===== src/rtl/div_ctrl_pkg.sv =====
// Shared types and constants for the divide-ratio controller.
`default_nettype none

package div_ctrl_pkg;

    localparam int DIV_W_DEFAULT = 4;
    localparam int DIV_MIN       = 2;

    typedef enum logic [1:0] {
        IDLE = 2'd0,
        RUN  = 2'd1,
        PEND = 2'd2,
        STOP = 2'd3
    } state_t;

endpackage

`default_nettype wire


===== src/rtl/div_period_cnt.sv =====
// Period counter with clk_out/tick decode for a ratio of at least 2.
`default_nettype none

module div_period_cnt
    import div_ctrl_pkg::*;
#(
    parameter int DIV_W = DIV_W_DEFAULT
) (
    input  logic             clk,
    input  logic             resetn,
    input  logic             clear,
    input  logic             advance,
    input  logic [DIV_W-1:0] ratio,
    output logic [DIV_W-1:0] cnt,
    output logic             last,
    output logic             clk_out,
    output logic             tick
);

    logic [DIV_W-1:0] half;

    assign last = (cnt == ratio - DIV_W'(1));
    assign half = ratio >> 1;

    always_ff @(posedge clk) begin
        if (!resetn) begin
            cnt <= '0;
        end else if (clear) begin
            cnt <= '0;
        end else if (advance) begin
            cnt <= last ? '0 : cnt + DIV_W'(1);
        end
    end

    // cnt is held at zero while idle, so this decode is already low there.
    assign clk_out = (cnt != '0) && (cnt <= half);
    assign tick    = (cnt == DIV_W'(1));

endmodule

`default_nettype wire


===== src/rtl/div_ratio_ctrl.sv =====
// Programmable clock divider: run/stop FSM with glitch-free ratio changes at period boundaries.
`default_nettype none

module div_ratio_ctrl
    import div_ctrl_pkg::*;
#(
    parameter int DIV_W     = DIV_W_DEFAULT,
    parameter int DIV_RESET = 2
) (
    input  logic             clk,
    input  logic             resetn,
    input  logic             en,
    input  logic             cfg_valid,
    input  logic [DIV_W-1:0] cfg_div,
    output logic             cfg_ready,
    output logic             cfg_err,
    output logic             clk_out,
    output logic             tick,
    output logic             busy,
    output logic [DIV_W-1:0] cur_div
);

    state_t           state, state_nxt;
    logic [DIV_W-1:0] pend_div, pend_nxt, cur_nxt;
    logic [DIV_W-1:0] cnt;
    logic             last, clear, advance;
    logic             hs, legal, cfg_ok, cfg_bad;

    assign cfg_ready = (state == IDLE) || (state == RUN);
    assign busy      = (state != IDLE);
    assign hs        = cfg_valid && cfg_ready;
    assign legal     = (cfg_div >= DIV_W'(DIV_MIN));
    assign cfg_ok    = hs && legal;
    assign cfg_bad   = hs && !legal;

    always_comb begin
        state_nxt = state;
        cur_nxt   = cur_div;
        pend_nxt  = pend_div;
        clear     = 1'b0;
        advance   = 1'b0;
        case (state)
            IDLE: begin
                clear = 1'b1;
                if (cfg_ok) cur_nxt = cfg_div;
                if (en && !cfg_bad) state_nxt = RUN;
            end
            RUN: begin
                advance = 1'b1;
                if (cfg_ok) begin
                    pend_nxt  = cfg_div;
                    state_nxt = PEND;
                end else if (!cfg_bad && !en) begin
                    state_nxt = STOP;
                end
            end
            PEND: begin
                advance = 1'b1;
                // New ratio takes effect exactly as the counter wraps.
                if (last) begin
                    cur_nxt   = pend_div;
                    state_nxt = en ? RUN : IDLE;
                end
            end
            STOP: begin
                advance = 1'b1;
                if (en) begin
                    state_nxt = RUN;
                end else if (last) begin
                    state_nxt = IDLE;
                end
            end
            default: state_nxt = IDLE;
        endcase
    end

    always_ff @(posedge clk) begin
        if (!resetn) begin
            state    <= IDLE;
            cur_div  <= DIV_W'(DIV_RESET);
            pend_div <= DIV_W'(DIV_RESET);
            cfg_err  <= 1'b0;
        end else begin
            state    <= state_nxt;
            cur_div  <= cur_nxt;
            pend_div <= pend_nxt;
            cfg_err  <= cfg_bad;
        end
    end

    div_period_cnt #(
        .DIV_W (DIV_W)
    ) u_cnt (
        .clk     (clk),
        .resetn  (resetn),
        .clear   (clear),
        .advance (advance),
        .ratio   (cur_div),
        .cnt     (cnt),
        .last    (last),
        .clk_out (clk_out),
        .tick    (tick)
    );

endmodule

`default_nettype wire


===== config.mk =====
export PLATFORM = sky130hd
export DESIGN_NAME = div_ratio_ctrl
export DESIGN_NICKNAME = d
export VERILOG_FILES = /design/src/rtl/div_ctrl_pkg.sv /design/src/rtl/div_period_cnt.sv /design/src/rtl/div_ratio_ctrl.sv
export SDC_FILE = /design/constraint.sdc
export NUM_CORES = 1
export LEC_CHECK = 0
export CAP_MARGIN = 20
export CORE_UTILIZATION = 54
export CTS_BUF_LIST = sky130_fd_sc_hd__clkbuf_8 sky130_fd_sc_hd__clkbuf_16
export DETAILED_ROUTE_END_ITERATION = 8
export PLACE_DENSITY = 0.81
export SLEW_MARGIN = 15
export SYNTH_ARGS = -nofsm -noshare
export SYNTH_HDL_FRONTEND = slang
export SYNTH_SLANG_ARGS = --single-unit

===== constraint.sdc =====
create_clock -name clk -period 4.8 [get_ports clk]
set_clock_uncertainty 0.2 [all_clocks]
set_input_delay 0.72 -clock clk [delete_from_list [all_inputs] [get_ports clk]]
set_output_delay 0.72 -clock clk [all_outputs]
set_load 0.01 [all_outputs]

==> run metrics <==
Worst EP required 3.88 ns; Worst Hold Class flop to flop; adder-cell area share of the yosys netlist 9.669%; critical path's slowest cell clkdlybuf4s50_1; syn_area_per_cell 9.150 um2; fraction of synthesized area in multiplexers 6.630%; die area 1845 um2; worst slew margin relative to its limit 59.00%; critical path class flop to output pin; CTS max path bufs 2; Synth area leader dfxtp_1; design area 1109 um2; Via-to-Cell Ratio 5.443; Crit path buffers/inverters 2; Worst path max stage delay 0.56 ns; GRT Util Overall 20.21%; Cell Rows 14; fin worst setup slack 1.788 ns; drt pass-1 iters 4; area share of and/or/nand/nor cells after synthesis 25.00%; Cells after Synth 99; Worst R2R Path Depth 7; power density over cell area 317.2 nW/um2; layout net count 131; ys async rst share 0%; CTS buffer count 3; DPL Wire Length 1290 um; area of the multi-input gates 545.5 um2; critical path arrival 2.09 ns; fin crit share 62.75%; layout cells sized above 1 6.087%; top-count cell post-synth dfxtp_1; largest net degree at the start of global routing 17; most instantiated cells after synthesis dfxtp_1 (15), inv_1 (10), nor2_1 (8), ha_1 (7), nand2_1 (7); Max-cap violations 0; initial antenna violation count 0; Clk Latency, worst-skew pair 0.24 ns; stages on the worst setup path 7; r2r setup slk 2.82 ns; drc violations 0; Slew @ Worst Pin 0.6097 ns; CP cell instances inv_1 -> ha_1 -> a21o_1 -> a21oi_1 -> a31oi_1 -> nor3_1 -> clkdlybuf4s50_1; Slew Limit Fails 0; CP delay by family, top buffers and inverters; worst hold slack 0.2916 ns; synth warn 0; Setup crit end clk_out; GR Overflow Total 0; Routed Antenna Nets 0; Seq. cell area 300.3 um2; die height 42.96 um; via count 713; Compound-Gate Fraction of Synth Area 10.50%; ranking of synthesized cells by area dfxtp_1 (33%), ha_1 (9.7%), mux2i_1 (6.6%); post-synthesis net count 114; crit path launch cur_div[2]$_SDFFE_PN0P_; P_leak 0.4422 nW; RSZ-0062 raised after global routing no; CTS tree done; reg2reg start cur_div[0]$_SDFFE_PN0P_; Top-Level Pins 17; Mapped Area 905.9 um2; CP startpoint kind flop; Clock transition at path regs 0.06 ns; core area 1541 um2; first-pass GRT wire length 2829 um; CP max FO 5; clock sinks 15; Synth Register Bits 15; PostCTS Resize Cnt 0; CP endpoint kind output pin; HP Start pend_div[2]$_SDFFE_PN0P_; share of the synthesized area in the top cell type 33.15%; number of distinct library cells after synthesis 35; Area after DPL 1064 um2; cts hold-fix bufs 0; fmax 0.3320 GHz; largest family of logic cells by synthesized area simple AND/OR/NAND/NOR gates; GPL Wtd Cong 0.7471; Chip Width 42.96 um; CTS HTree Levels 1; sequential share of the synthesized area 33.15%; Post-synth top flop dfxtp_1; postcts setup bufs 0; Setup WS pre-CTS 2.031 ns; diode count 0; Final Critical Period 3.012 ns; fillcell total 134; post-detailed-route wirelength per cell 12.68 um; DRT iter0 DRCs 9; status complete, no violations; Post-Synth XOR/XNOR Area 8.425%; Port Buffers 16; Fin. Hold Viols 0; peak supply drop 0.2310 mV; area grow syn2layout 22.38%; Finish-stage setup viols 0; Post-synth EDFFs 0; WL final 1661 um; vias in the first global route 707; setup tns final 0 ns; initial core utilization 58.77%; Clock Tree Root clkbuf_8; worst r2r dst cur_div[1]$_SDFFE_PN1P_
## state kept, by name (all words and copies together), names as in the netlist
| signal | count |
|---|---|
| u_cnt.cnt | 4 |
| cur_div | 4 |
| pend_div | 4 |
| state | 2 |
| cfg_err | 1 |
## kinds of logic (layout without fill, tap and decap cells)
group           Yosys count  count (layout)
fa+ha+maj                 7               7
buf+inv                  14              30
flops                    15              15
mux                       6               6
compound gates           13              13
simple gates             37              37
xor+xnor                  7               7
## metal layers
metal  track usage [%]  vias up  part of all wire (%)
met5                 0        -                     0
met1             23.02      325                    47
li1                  -      374                     -
met4             9.697        0                   1.1
met2             36.67       12                    50
met3             2.553        2                   2.4
## worst reg2reg max path, stage by stage (launching register included)
cell and delay [ns]:
dfxtp_1 0.39, inv_1 0.08, ha_1 0.31, xnor2_1 0.17, nor3_4 0.25, nand4b_4 0.18
mux2i_1 0.20, o21ai_1 0.07
## cell usage in the layout, fill, tap and decap left out, types with 3 or more instances in the layout
| master | n |
|---|---|
| inv_1 | 11 |
| nor2_1 | 8 |
| nor2b_1 | 3 |
| ha_1 | 7 |
| clkdlybuf4s50_1 | 16 |
| mux2i_1 | 6 |
| nand2_1 | 7 |
| xnor2_1 | 4 |
| nand3_1 | 5 |
| dfxtp_1 | 15 |
| clkbuf_8 | 3 |
## where the power goes
part / switching [mW] / total [mW] / internal (mW)
sequential: 0.0145 / 0.149 / 0.134
combinational: 0.0497 / 0.107 / 0.0568
clock: 0.0398 / 0.0962 / 0.0564
total: 0.104 / 0.352 / 0.248
## layout make-up
class | instances | share of cell area (%)
Inverter | 10 | 3.386
Clock inverter | 1 | 0.3386
Timing Repair Buffer | 16 | 14.45
Clock buffer | 3 | 3.725
Tap cell | 16 | 1.806
Sequential cell | 15 | 27.09
Multi-Input combinational cell | 70 | 49.21
## how the worst min path moves through the flow
stage | to | slack (ns) | cells after the start
final | cur_div[2]$_SDFFE_PN0P_ | 0.29 | 2
after global routing | cur_div[2]$_SDFFE_PN0P_ | 0.32 | 2
after CTS | cur_div[2]$_SDFFE_PN0P_ | 0.30 | 2
after detailed placement | cur_div[2]$_SDFFE_PN0P_ | 0.29 | 2
after global placement | pend_div[1]$_SDFFE_PN1P_ | 0.26 | 2
after floorplan | pend_div[1]$_SDFFE_PN1P_ | 0.24 | 2
## through the flow
step	std cells	power, mW	util [%]
floorplan	99	0.2231	-
global placement	127	0.2551	68.99
detailed placement	127	0.2589	68.99
CTS	131	0.3564	71.92
global route	131	0.3746	71.92
finish	131	0.3516	71.92
No activity file was read; power rests on OpenSTA's default activity.
